<file path="src/rtl/score_keeper_if.sv">
// Score keeper bus: event pulses from the collision logic in, and the
// game status and score towards the two-digit display out.
interface score_keeper_if;
    logic       start;
    logic       catch_evt;
    logic       miss_evt;
    logic [7:0] score;
    logic [7:0] high_score;
    logic [2:0] lives;
    logic       mult2;
    logic [1:0] state;
    logic       game_over;
    logic       score_changed;

    modport master (
        output start, catch_evt, miss_evt,
        input  score, high_score, lives, mult2, state, game_over, score_changed
    );

    modport slave (
        input  start, catch_evt, miss_evt,
        output score, high_score, lives, mult2, state, game_over, score_changed
    );
endinterface

</file>
<file path="src/rtl/score_keeper.sv">
// Game scoring stage: runs IDLE/PLAYING/GAME_OVER, tracks lives, catch
// streak, x2 multiplier and high score, and keeps the score within
// 0..MAX_SCORE so it always fits the two-digit display.
module score_keeper #(
    parameter int MAX_SCORE   = 99,
    parameter int START_LIVES = 3,
    parameter int STREAK_LEN  = 5
) (
    input  logic           CLK,
    input  logic           RST_BTN,
    score_keeper_if.slave  bus
);

    typedef enum logic [1:0] {
        ST_IDLE      = 2'b00,
        ST_PLAYING   = 2'b01,
        ST_GAME_OVER = 2'b10
    } state_t;

    localparam logic [8:0] MAX9       = 9'(MAX_SCORE);
    localparam logic [2:0] LIVES0     = 3'(START_LIVES);
    localparam logic [3:0] STREAK_MAX = 4'(STREAK_LEN);

    state_t     state_q;
    logic [7:0] score_q;
    logic [7:0] high_q;
    logic [2:0] lives_q;
    logic [3:0] streak_q;
    logic       mult2_q;
    logic       game_over_q;
    logic       changed_q;

    logic [7:0] nxt_score;
    logic [3:0] nxt_streak;
    logic       nxt_mult2;

    // Add in 9 bits so the sum can never wrap before it is clamped.
    function automatic logic [7:0] sat_score(input logic [7:0] cur, input logic [1:0] pts);
        logic [8:0] sum;
        sum = {1'b0, cur} + {7'd0, pts};
        if (sum > MAX9) sum = MAX9;
        return sum[7:0];
    endfunction

    function automatic logic [3:0] sat_streak(input logic [3:0] cur);
        if (cur >= STREAK_MAX) return STREAK_MAX;
        return cur + 4'd1;
    endfunction

    // Effect of a catch this cycle, using the multiplier as it stood before the edge.
    always_comb begin
        nxt_score  = score_q;
        nxt_streak = streak_q;
        nxt_mult2  = mult2_q;
        if (bus.catch_evt) begin
            nxt_score  = sat_score(score_q, mult2_q ? 2'd2 : 2'd1);
            nxt_streak = sat_streak(streak_q);
            nxt_mult2  = mult2_q | (nxt_streak == STREAK_MAX);
        end
    end

    // Game state machine; a simultaneous miss is applied after the catch has scored.
    always_ff @(posedge CLK) begin
        if (!RST_BTN) begin
            state_q     <= ST_IDLE;
            score_q     <= '0;
            high_q      <= '0;
            lives_q     <= '0;
            streak_q    <= '0;
            mult2_q     <= 1'b0;
            game_over_q <= 1'b0;
            changed_q   <= 1'b0;
        end else begin
            changed_q <= 1'b0;
            case (state_q)
                ST_IDLE, ST_GAME_OVER: begin
                    if (bus.start) begin
                        state_q     <= ST_PLAYING;
                        score_q     <= '0;
                        lives_q     <= LIVES0;
                        streak_q    <= '0;
                        mult2_q     <= 1'b0;
                        game_over_q <= 1'b0;
                        changed_q   <= (score_q != 8'd0);
                    end
                end
                ST_PLAYING: begin
                    score_q   <= nxt_score;
                    changed_q <= (nxt_score != score_q);
                    if (bus.miss_evt) begin
                        streak_q <= '0;
                        mult2_q  <= 1'b0;
                        lives_q  <= lives_q - 3'd1;
                        if (lives_q == 3'd1) begin
                            state_q     <= ST_GAME_OVER;
                            game_over_q <= 1'b1;
                            if (nxt_score > high_q) high_q <= nxt_score;
                        end
                    end else begin
                        streak_q <= nxt_streak;
                        mult2_q  <= nxt_mult2;
                    end
                end
                default: state_q <= ST_IDLE;
            endcase
        end
    end

    assign bus.score         = score_q;
    assign bus.high_score    = high_q;
    assign bus.lives         = lives_q;
    assign bus.mult2         = mult2_q;
    assign bus.state         = state_q;
    assign bus.game_over     = game_over_q;
    assign bus.score_changed = changed_q;

endmodule

</file>
<file path="src/flat_wrapper.sv">
// flat-port wrapper written by rule: the top's interface ports become plain ports
module score_keeper_flat 
#(
    parameter int MAX_SCORE   = 99,
    parameter int START_LIVES = 3,
    parameter int STREAK_LEN  = 5
)
  (CLK, RST_BTN, bus_start, bus_catch_evt, bus_miss_evt, bus_score, bus_high_score, bus_lives, bus_mult2, bus_state, bus_game_over, bus_score_changed);
  score_keeper_if bus_i ();
  input  logic CLK;
  input  logic RST_BTN;
  input wire logic [$bits(bus_i.start)-1:0] bus_start;
  input wire logic [$bits(bus_i.catch_evt)-1:0] bus_catch_evt;
  input wire logic [$bits(bus_i.miss_evt)-1:0] bus_miss_evt;
  output wire logic [$bits(bus_i.score)-1:0] bus_score;
  output wire logic [$bits(bus_i.high_score)-1:0] bus_high_score;
  output wire logic [$bits(bus_i.lives)-1:0] bus_lives;
  output wire logic [$bits(bus_i.mult2)-1:0] bus_mult2;
  output wire logic [$bits(bus_i.state)-1:0] bus_state;
  output wire logic [$bits(bus_i.game_over)-1:0] bus_game_over;
  output wire logic [$bits(bus_i.score_changed)-1:0] bus_score_changed;
  assign bus_i.start = bus_start;
  assign bus_i.catch_evt = bus_catch_evt;
  assign bus_i.miss_evt = bus_miss_evt;
  assign bus_score = bus_i.score;
  assign bus_high_score = bus_i.high_score;
  assign bus_lives = bus_i.lives;
  assign bus_mult2 = bus_i.mult2;
  assign bus_state = bus_i.state;
  assign bus_game_over = bus_i.game_over;
  assign bus_score_changed = bus_i.score_changed;
  score_keeper #(.MAX_SCORE(MAX_SCORE), .START_LIVES(START_LIVES), .STREAK_LEN(STREAK_LEN)) u_core (.CLK(CLK), .RST_BTN(RST_BTN), .bus(bus_i));
endmodule
</file>
<file path="config.mk">
export PLATFORM = sky130hd
export DESIGN_NAME = score_keeper_flat
export DESIGN_NICKNAME = d
export VERILOG_FILES = /design/src/rtl/score_keeper_if.sv /design/src/rtl/score_keeper.sv /design/src/flat_wrapper.sv
export SDC_FILE = /design/constraint.sdc
export NUM_CORES = 1
export LEC_CHECK = 0
export ABC_AREA = 0
export CORE_MARGIN = 2
export CORE_UTILIZATION = 54
export CTS_CLUSTER_DIAMETER = 60
export CTS_CLUSTER_SIZE = 14
export DETAILED_ROUTE_END_ITERATION = 7
export PLACE_DENSITY = 0.8
export RECOVER_POWER = 100
export SLEW_MARGIN = 20
export SYNTH_ARGS = -nofsm -noshare
export SYNTH_HDL_FRONTEND = slang
export SYNTH_SLANG_ARGS = --single-unit
</file>
<file path="constraint.sdc">
create_clock -name CLK -period 5.2 [get_ports CLK]
set_clock_uncertainty 0.05 [all_clocks]
set_input_delay 1.04 -clock CLK [delete_from_list [all_inputs] [get_ports CLK]]
set_output_delay 1.04 -clock CLK [all_outputs]
set_load 0.1 [all_outputs]
</file>
==> flow_summary_export.csv, run 1 <==
group,metric,value,unit
status,status,"complete, no violations",
synthesis,avgSynthCellArea,7.90,um^2
synthesis,yosysWarnings,0,
detailed_routing,drcViolationCount,0,
global_routing,antenna_found_initial,0,
floorplan,dieWidth,63.5,um
synthesis,synth_nets,263,
cells_and_area,final_nets,285,
cells_and_area,final_layout_size_suffix_gt1_frac,0.0418,
global_routing,overflow,0,
detailed_routing,via_count,1844,
synthesis,yosys.area.top_type,"dfxtp_1",
clocking,clk_pin_slew,0.16,ns
detailed_routing,wl_per_cell,14.9,um
detailed_routing,vias_per_cell,5.97,
synthesis,async_flop_share,0,
pwr,leakage,0.000902,uW
detailed_routing,initialDrtViolationCount,146,
synthesis,yosys-top-cells-area,"dfxtp_1 (29%), ha_1 (9.8%), a21oi_1 (5.5%)",
placement,io_buffers,28,
clocking,cts_root_buf,"clkbuf_4",
clocking,numCtsBuffers,3,
synthesis,synth_edf_count,0,
critical_path,arrival,4.81,ns
placement,hpwl,3380,um
sta,rsz0062_at_grt,"no",
clocking,insertion_delay,0.34,ns
global_routing,grt_max_degree,23,
floorplan,die_h,63.5,um
sta,setup_ws,0.561,ns
critical_path,cp_max_fo,13,
clocking,cts_tree,"done",
clocking,hold_buffers,0,
sta,worst_pin_slew,1.12,ns
floorplan,io_pins,29,
sta,hold_viol,0,
placement,gp_congestion,0.923,
sta,maxSlewHeadroom,0.251,
clocking,cts-htree-levels,1,
clocking,cts_buffer_depth,2,
global_routing,first_global_vias,1542,
detailed_routing,wl,4600,um
pwr,fin_total_pwr,484,uW
synthesis,netlist_area,0.00191,mm^2
critical_path,endpoint_kind,"flop",
synthesis,ys_ff_latch,28,
sta,tns,0,ns
pwr,power_density,217,mW/mm^2
cells_and_area,fillers,311,
worst_hold_path,hold_class,"reg2reg",
synthesis,yosysTopAreaCellShare,0.293,
critical_path,path_class,"reg2reg",
flow_run,drv_cap,0,
detailed_routing,ant_nets,0,
cells_and_area,diodes,0,
floorplan,dieArea,0.00403,mm^2
sta,slew_viol_final,0,
detailed_routing,drt_pass1_iterations,5,
global_routing,grtUsageTotal,0.228,
synthesis,ys.flop_type,"dfxtp_1",
sta,final-setup-viol-count,0,
sta,post-route-period-util,0.892,
synthesis,ys_seq_area_frac,0.293,
sta,fmax,216,MHz
synthesis,syn_inst,242,
floorplan,initial_utilization,0.568,
pwr,irDropWorstVdd,0.138,mV
floorplan,fp-row-count,21,
critical_path,critPathLaunchType,"flop",
critical_path,worstPathRequired,5.37,ns
synthesis,synth_cell_types,59,
placement,dp_slack,0.608,ns
global_routing,grt_pass1_wl,7480,um
cells_and_area,syn_to_final_growth,16.6,%
clocking,post_cts_resized,0,
sta,layout_min_cycle_time,4.64,ns
clocking,cts.sink_count,28,
floorplan,core,0.00336,mm^2
clocking,cts_setup_buffers,0,
report_power, final:
part / total (uW) / internal (uW) / switching (uW)
Sequential: 229 / 220 / 8.45
Combinational: 109 / 30.1 / 78.6
Clock: 146 / 78.0 / 68.3
Total: 484 / 329 / 155
flip-flops by register name, indices dropped and copies added, names as in the netlist:
signal                    flops
u_core.bus.game_over          1
u_core.bus.high_score         8
u_core.bus.score_changed      1
u_core.streak_q               4
u_core.bus.state              2
u_core.bus.lives              3
u_core.bus.mult2              1
u_core.bus.score              8
layout by cell type (no fill, tap or decap), types with 2 or more instances in the layout:
cell type / Yosys / layout
a21o_1: 3 / 3
a311oi_1: 1 / 2
dfxtp_1: 28 / 28
o21a_1: 4 / 4
a32oi_1: 2 / 2
or3_1: 3 / 3
nand3_1: 7 / 7
a31oi_1: 4 / 4
xnor2_1: 2 / 2
o31ai_1: 2 / 2
nor4_1: 2 / 2
dlygate4sd3_1: 0 / 26
clkbuf_4: 1 / 3
o21ai_0: 10 / 10
a211oi_1: 2 / 2
nand2b_1: 6 / 6
mux2i_1: 6 / 6
o311ai_0: 1 / 2
a22oi_1: 2 / 2
ha_1: 15 / 15
a21oi_1: 21 / 21
nand2_1: 19 / 19
inv_1: 25 / 25
nor3_1: 6 / 6
nor3b_1: 2 / 2
nor2_1: 25 / 25
clkdlybuf4s50_1: 0 / 2
stage by stage:
step | hold slack, ns | cells | util | area [um^2]
after floorplan | 0.405 | 242 | - | 1910
after global placement | 0.433 | 305 | 0.653 | 2190
after detailed placement | 0.436 | 305 | 0.653 | 2190
after CTS | 0.460 | 309 | 0.668 | 2250
after global routing | 0.489 | 309 | 0.663 | 2230
final | 0.455 | 309 | 0.663 | 2230
layout make-up:
| class | instances | area, um^2 | area share |
|---|---|---|---|
| Multi-Input combinational cell | 177 | 1180 | 0.529 |
| Clock inverter | 1 | 30.0 | 0.0135 |
| Tap cell | 46 | 57.6 | 0.0258 |
| Timing Repair Buffer | 28 | 280 | 0.126 |
| Sequential cell | 28 | 561 | 0.252 |
| Inverter | 26 | 97.6 | 0.0438 |
| Clock buffer | 3 | 22.5 | 0.0101 |
kinds of logic (layout without fill, tap and decap cells):
logic type	Yosys count	count (layout)	synth area share
DFF	28	28	0.293
AOI/OAI and AO/OA	71	71	0.262
buffers and inverters	37	58	0.0798
and+or+nand+nor	80	80	0.204
muxes	7	7	0.0386
adders and majority gates	16	16	0.109
xor gates and xnor gates	3	3	0.0137
worst max-delay path, cell delays in order (launching register included):
cell and delay [ns]:
dfxtp_1 0.49, ha_1 0.23, fa_1 0.31, or3b_2 0.46, mux2i_1 0.17, a221o_1 0.27, nand3_2 0.25, o22a_2 0.32
ha_1 0.30, nor2b_1 0.14, o21a_1 0.12, o21a_1 0.10, o21ai_0 0.09, a31oi_1 0.85, mux2i_1 0.29, nor2_1 0.06
metal layers:
layer / vias up / GRT usage / share of wire
li1: 909 / - / -
met1: 837 / 0.336 / 0.47
met2: 86 / 0.361 / 0.44
met3: 12 / 0.0232 / 0.075
met4: 0 / 0.0489 / 0.014
met5: - / 0 / 0
worst paths after layout:
check                                             start                                    end  slack, ns  cells after the start
setup / recovery       u_core.bus.score[0]$_SDFFE_PN0P_  u_core.bus.high_score[7]$_SDFFE_PN0P_       0.56                     15
hold / removal    u_core.bus.high_score[0]$_SDFFE_PN0P_  u_core.bus.high_score[0]$_SDFFE_PN0P_       0.46                      2
setup reg to reg       u_core.bus.score[0]$_SDFFE_PN0P_  u_core.bus.high_score[7]$_SDFFE_PN0P_       0.56                     15
hold reg to reg   u_core.bus.high_score[0]$_SDFFE_PN0P_  u_core.bus.high_score[0]$_SDFFE_PN0P_       0.46                      2
cells in the mapped netlist (2+ instances only):
library cell  instances
a211oi_1              2
a21o_1                3
a21oi_1              21
a22oi_1               2
a31oi_1               4
a32oi_1               2
and2_1                2
buf_2                 2
clkbuf_1              7
dfxtp_1              28
ha_1                 15
inv_1                25
mux2i_1               6
nand2_1              19
nand2b_1              6
nand3_1               7
nor2_1               25
nor3_1                6
nor3b_1               2
nor4_1                2
o21a_1                4
o21ai_0              10
o311ai_1              2
o31ai_1               2
or3_1                 3
xnor2_1               2
(Power assumes the default switching activity.)
==> run 2, diff against run 1 <==
Settings changed: MAX_ROUTING_LAYER set to met4.
==> run 2 against run 1 <==
First-iteration DRC count is 24% higher. Via count decreased by 0.22%. Routed wire length fell by 0.59%.
==> flow_summary_export.csv, run 2 (same netlist as run 1, synthesis figures left out) <==
group,metric,value,unit
critical_path,crit_buf_inv,1,
clocking,cts_buffer_depth,2,
critical_path,rr_worst_depth,16,
critical_path,arrival,4.80,ns
detailed_routing,ant_nets,0,
clocking,hold_buffers,0,
critical_path,crit_slowest_cell,"a31oi_1",
cells_and_area,layout_commonest_cell,"dfxtp_1",
detailed_routing,wl_per_cell,14.8,um
clocking,clk_pin_slew,0.16,ns
clocking,numCtsBuffers,3,
sta,maxSlewHeadroom,0.256,
floorplan,io_pins,29,
placement,io_buffers,28,
pwr,p_clk_frac,0.304,
pwr,power_density,217,mW/mm^2
critical_path,critPathLaunchType,"flop",
critical_path,cp-startpoint,"u_core.bus.mult2$_SDFFE_PN0P_",
pwr,pwr-share-comb,0.224,
floorplan,fp-row-count,21,
placement,gp_congestion,0.939,
clocking,cts_tree,"done",
global_routing,overflow,0,
pwr,p_seq_frac,0.472,
sta,rsz0062_at_grt,"no",
status,status,"complete, no violations",
detailed_routing,via_count,1840,
clocking,cts-htree-levels,1,
pwr,sw_frac_of_total,0.322,
critical_path,slowest_delay,0.85,ns
floorplan,core,0.00336,mm^2
cells_and_area,final_nets,285,
clocking,cts.sink_count,28,
detailed_routing,drcViolationCount,0,
pwr,power.switching,156,uW
pwr,leakage,0.000902,uW
critical_path,critical-path-top-delay-family,"compound AO/OA/AOI/OAI gates",
floorplan,initial_utilization,0.568,
sta,slew_viol_final,0,
sta,post-route-period-util,0.890,
cells_and_area,final_layout_size_suffix_gt1_frac,0.0418,
critical_path,reg2reg_slack,0.57,ns
sta,final-setup-viol-count,0,
placement,post_dp_cell_area,0.00219,mm^2
cells_and_area,syn_to_final_growth,16.6,%
critical_path,path_class,"reg2reg",
detailed_routing,wl,4570,um
detailed_routing,drt_pass1_iterations,4,
clocking,cts_setup_buffers,0,
global_routing,first_global_vias,1541,
global_routing,grtUsageTotal,0.235,
clocking,insertion_delay,0.34,ns
floorplan,die_h,63.5,um
flow_run,drv_cap,0,
placement,dp_slack,0.608,ns
critical_path,path_cells,"inv_1 > ha_1 > fa_1 > o41ai_1 > o41a_1 > a221o_1 > nand3_2 > o22a_2 > ha_1 > nor2b_1 > o21a_1 > o21a_1 > o21ai_0 > a31oi_1 > mux2i_1 > nor2_1",
clocking,cts_root_buf,"clkbuf_4",
global_routing,grt_max_degree,23,
sta,layout_min_cycle_time,4.63,ns
critical_path,worstPathRequired,5.37,ns
floorplan,dieArea,0.00403,mm^2
critical_path,cp_max_fo,13,
worst_hold_path,min_to,"u_core.bus.high_score[0]$_SDFFE_PN0P_",
detailed_routing,vias_per_cell,5.95,
global_routing,antenna_found_initial,0,
cells_and_area,mostFrequentLayoutCells,"dfxtp_1 (28), dlygate4sd3_1 (26), inv_1 (25), nor2_1 (25), a21oi_1 (21)",
worst_hold_path,hold_class,"reg2reg",
worst_hold_path,holdCritStartpoint,"u_core.bus.high_score[0]$_SDFFE_PN0P_",
clocking,post_cts_resized,0,
global_routing,grt_pass1_wl,7490,um
sta,setup_ws,0.570,ns
sta,hold_viol,0,
sta,tns,0,ns
critical_path,endpoint_kind,"flop",
sta,fmax,216,MHz
cells_and_area,diodes,0,
pwr,irDropWorstVdd,0.138,mV
worst_hold_path,hold_depth,2,
placement,hpwl,3380,um
cells_and_area,design_area,0.00223,mm^2
detailed_routing,initialDrtViolationCount,181,
pwr,p_int,329,uW
critical_path,worstReg2RegStart,"u_core.bus.mult2$_SDFFE_PN0P_",
critical_path,reg2reg_to,"u_core.bus.high_score[7]$_SDFFE_PN0P_",
sta,worst_pin_slew,1.11,ns
floorplan,dieWidth,63.5,um
==> run 2: cell counts in the layout (fill, tap and decap cells not counted) <==
No cell type changed its count.
==> run 2: worst max path at each step <==
| stage | endpoint | slack (ns) | cells after the start |
|---|---|---|---|
| after floorplan | u_core.bus.high_score[1]$_SDFFE_PN0P_ | 0.65 | 17 |
| after global placement | u_core.bus.high_score[6]$_SDFFE_PN0P_ | 0.70 | 16 |
| after detailed placement | u_core.bus.high_score[7]$_SDFFE_PN0P_ | 0.61 | 11 |
| after CTS | u_core.bus.high_score[7]$_SDFFE_PN0P_ | 0.60 | 16 |
| after global routing | u_core.bus.high_score[7]$_SDFFE_PN0P_ | 0.24 | 15 |
| final | u_core.bus.high_score[7]$_SDFFE_PN0P_ | 0.57 | 16 |
==> run 2: per-layer routing <==
layer | part of all wire | up-vias | track usage
met5 | 0 | - | -
met4 | 0.015 | 0 | 0.0489
met3 | 0.064 | 10 | 0.0179
met2 | 0.44 | 80 | 0.361
met1 | 0.48 | 845 | 0.340
li1 | - | 905 | -
==> run 2: tightest hold or removal path: cells and delay by family (launching register included) <==
| family | cells | cell delay [ns] |
|---|---|---|
| compound gates | 1 | 0.06 |
| flops | 1 | 0.35 |
| simple gates | 1 | 0.07 |
==> run 2: final cells by class <==
class	count	area, um^2
inverters	26	97.6
fillers	311	1130
repair buffers	28	280
clock inverters	1	30.0
clock buffers	3	22.5
flip-flops and latches	28	561
multi-input cells	177	1180
well taps	46	57.6
==> run 2: stage by stage <==
stage | cells | hold slack [ns] | utilization | total power, uW
2_1_floorplan | 242 | 0.405 | - | 318
3_3_place_gp | 305 | 0.433 | 0.653 | 342
3_5_place_dp | 305 | 0.436 | 0.653 | 344
4_1_cts | 309 | 0.460 | 0.668 | 488
5_1_grt | 309 | 0.489 | 0.663 | 501
6_report | 309 | 0.455 | 0.663 | 485
==> run 2: power groups by stage <==
stage / clock network [uW] / logic, uW / registers [uW]
detailed placement: 0 / 110 / 233
global placement: 0 / 109 / 233
CTS: 148 / 111 / 229
global route: 157 / 114 / 230
floorplan: 0 / 48.5 / 269
finish: 148 / 108 / 229
==> run 3, diff against run 2 <==
--- a/config.mk
+++ b/config.mk
@@ -7,5 +7,5 @@
 export LEC_CHECK = 0
 export ABC_AREA = 0
-export CORE_MARGIN = 2
+export CORE_MARGIN = 8
 export CORE_UTILIZATION = 54
 export CTS_CLUSTER_DIAMETER = 60
==> constraint.sdc (replaced) <==
create_clock -name CLK -period 5.2 [get_ports CLK]
set_clock_uncertainty 0.05 [all_clocks]
set_input_delay 0.78 -clock CLK [delete_from_list [all_inputs] [get_ports CLK]]
set_output_delay 0.78 -clock CLK [all_outputs]
set_load 0.1 [all_outputs]
==> run 3 against run 2 <==
First-iteration DRC count up 36%. Non-clock buffer count rose by 1. Clock power about the same. Highest routed layer unchanged.
==> flow_summary_export.csv, run 3 (same netlist as run 1, synthesis figures left out) <==
group,metric,value,unit
status,status,"complete, no violations",
pwr,leakage,0.000906,uW
cells_and_area,syn_to_final_growth,17.0,%
worst_hold_path,hold_depth,2,
floorplan,die_h,75.5,um
sta,fmax,219,MHz
cells_and_area,mostFrequentLayoutCells,"dfxtp_1 (28), dlygate4sd3_1 (26), inv_1 (25), nor2_1 (25), a21oi_1 (21)",
cells_and_area,final_layout_size_suffix_gt1_frac,0.0455,
critical_path,endpoint_kind,"flop",
placement,gp_congestion,0.921,
flow_run,drv_cap,0,
floorplan,io_pins,29,
clocking,numCtsBuffers,3,
global_routing,grt_max_degree,23,
cells_and_area,design_area,0.00224,mm^2
cells_and_area,final_nets,286,
clocking,cts_buffer_depth,2,
cells_and_area,layout_commonest_cell,"dfxtp_1",
worst_hold_path,holdCritStartpoint,"u_core.bus.high_score[0]$_SDFFE_PN0P_",
critical_path,arrival,4.73,ns
detailed_routing,drcViolationCount,0,
detailed_routing,via_count,1820,
sta,post-route-period-util,0.878,
critical_path,critPathLaunchType,"flop",
pwr,irDropWorstVdd,0.172,mV
floorplan,dieWidth,75.5,um
clocking,insertion_delay,0.34,ns
global_routing,antenna_found_initial,0,
sta,rsz0062_at_grt,"no",
global_routing,grtUsageTotal,0.175,
detailed_routing,wl,4760,um
critical_path,cp_max_fo,13,
detailed_routing,initialDrtViolationCount,247,
floorplan,fp-row-count,21,
cells_and_area,diodes,0,
worst_hold_path,hold_class,"reg2reg",
critical_path,reg2reg_to,"u_core.bus.high_score[7]$_SDFFE_PN0P_",
sta,final-setup-viol-count,0,
floorplan,dieArea,0.00570,mm^2
placement,hpwl,3540,um
pwr,power_density,216,mW/mm^2
floorplan,core,0.00336,mm^2
detailed_routing,ant_nets,0,
global_routing,grt_pass1_wl,7640,um
critical_path,worstReg2RegStart,"u_core.bus.score[0]$_SDFFE_PN0P_",
clocking,post_cts_resized,0,
critical_path,reg2reg_slack,0.63,ns
clocking,cts_tree,"done",
sta,worst_pin_slew,0.994,ns
global_routing,overflow,0,
critical_path,worstPathRequired,5.37,ns
global_routing,first_global_vias,1637,
detailed_routing,drt_pass1_iterations,4,
clocking,cts.sink_count,28,
placement,placed_cells,306,
critical_path,path_class,"reg2reg",
clocking,cts-htree-levels,1,
clocking,cts_setup_buffers,0,
detailed_routing,vias_per_cell,5.87,
placement,io_buffers,28,
cells_and_area,fillers,323,
clocking,hold_buffers,0,
floorplan,initial_utilization,0.568,
sta,tns,0,ns
cells_and_area,final_cells,310,
clocking,clk_pin_slew,0.16,ns
placement,post_dp_cell_area,0.00220,mm^2
critical_path,rr_worst_depth,16,
detailed_routing,wl_per_cell,15.4,um
worst_hold_path,min_to,"u_core.bus.high_score[0]$_SDFFE_PN0P_",
sta,slew_viol_final,0,
clocking,cts_root_buf,"clkbuf_4",
sta,hold_viol,0,
sta,maxSlewHeadroom,0.335,
sta,layout_min_cycle_time,4.57,ns
[run 3: worst max-delay path by stage]
stage                                          start                                     to  slack [ns]
global placement       u_core.bus.mult2$_SDFFE_PN0P_  u_core.bus.high_score[6]$_SDFFE_PN0P_        1.04
CTS                    u_core.bus.mult2$_SDFFE_PN0P_  u_core.bus.high_score[7]$_SDFFE_PN0P_        0.85
finish              u_core.bus.score[0]$_SDFFE_PN0P_  u_core.bus.high_score[7]$_SDFFE_PN0P_        0.63
global route        u_core.bus.score[0]$_SDFFE_PN0P_  u_core.bus.high_score[7]$_SDFFE_PN0P_        0.38
floorplan              u_core.bus.mult2$_SDFFE_PN0P_  u_core.bus.high_score[1]$_SDFFE_PN0P_        0.65
detailed placement     u_core.bus.mult2$_SDFFE_PN0P_  u_core.bus.high_score[7]$_SDFFE_PN0P_        0.89
[run 3: report_power, final]
| group | switching [uW] | internal [uW] |
|---|---|---|
| clock | 67.8 | 78.0 |
| combinational | 78.4 | 30.4 |
| sequential | 8.21 | 220 |
[run 3: worst max-delay path, cell delays in order (launching register included)]
cell and delay [ns]:
dfxtp_1 0.48, ha_1 0.23, fa_1 0.31, nand3_1 0.24, or3_1 0.38, a221o_1 0.40
nand3_1 0.40, o21ai_0 0.18, a21oi_1 0.29, inv_1 0.07, ha_1 0.29, nand3_1 0.08
o311ai_0 0.12, a31oi_1 0.43, buf_4 0.25, mux2i_1 0.19, nor2_1 0.05
[run 3: area by class of cell]
| cell class | instances | area [um^2] | share of cell area |
|---|---|---|---|
| clock inverters | 1 | 30.0 | 0.0134 |
| flip-flops and latches | 28 | 561 | 0.251 |
| clock buffers | 3 | 22.5 | 0.0101 |
| repair buffers | 29 | 288 | 0.129 |
| inverters | 26 | 97.6 | 0.0436 |
| well taps | 46 | 57.6 | 0.0257 |
| multi-input cells | 177 | 1180 | 0.528 |
[run 3: per-layer routing]
layer / track usage / share of wire / vias up
li1: - / - / 912
met1: 0.236 / 0.49 / 846
met2: 0.259 / 0.45 / 54
met3: 0.0171 / 0.043 / 8
met4: 0.0768 / 0.015 / 0
met5: - / 0 / -
[run 3: metrics by stage]
stage / hold slack (ns) / worst slack [ns] / util / power, uW
after floorplan: 0.405 / 0.646 / - / 318
after global placement: 0.431 / 1.04 / 0.655 / 343
after detailed placement: 0.435 / 0.893 / 0.655 / 345
after CTS: 0.466 / 0.855 / 0.670 / 488
after global routing: 0.480 / 0.385 / 0.665 / 505
final: 0.464 / 0.634 / 0.665 / 483
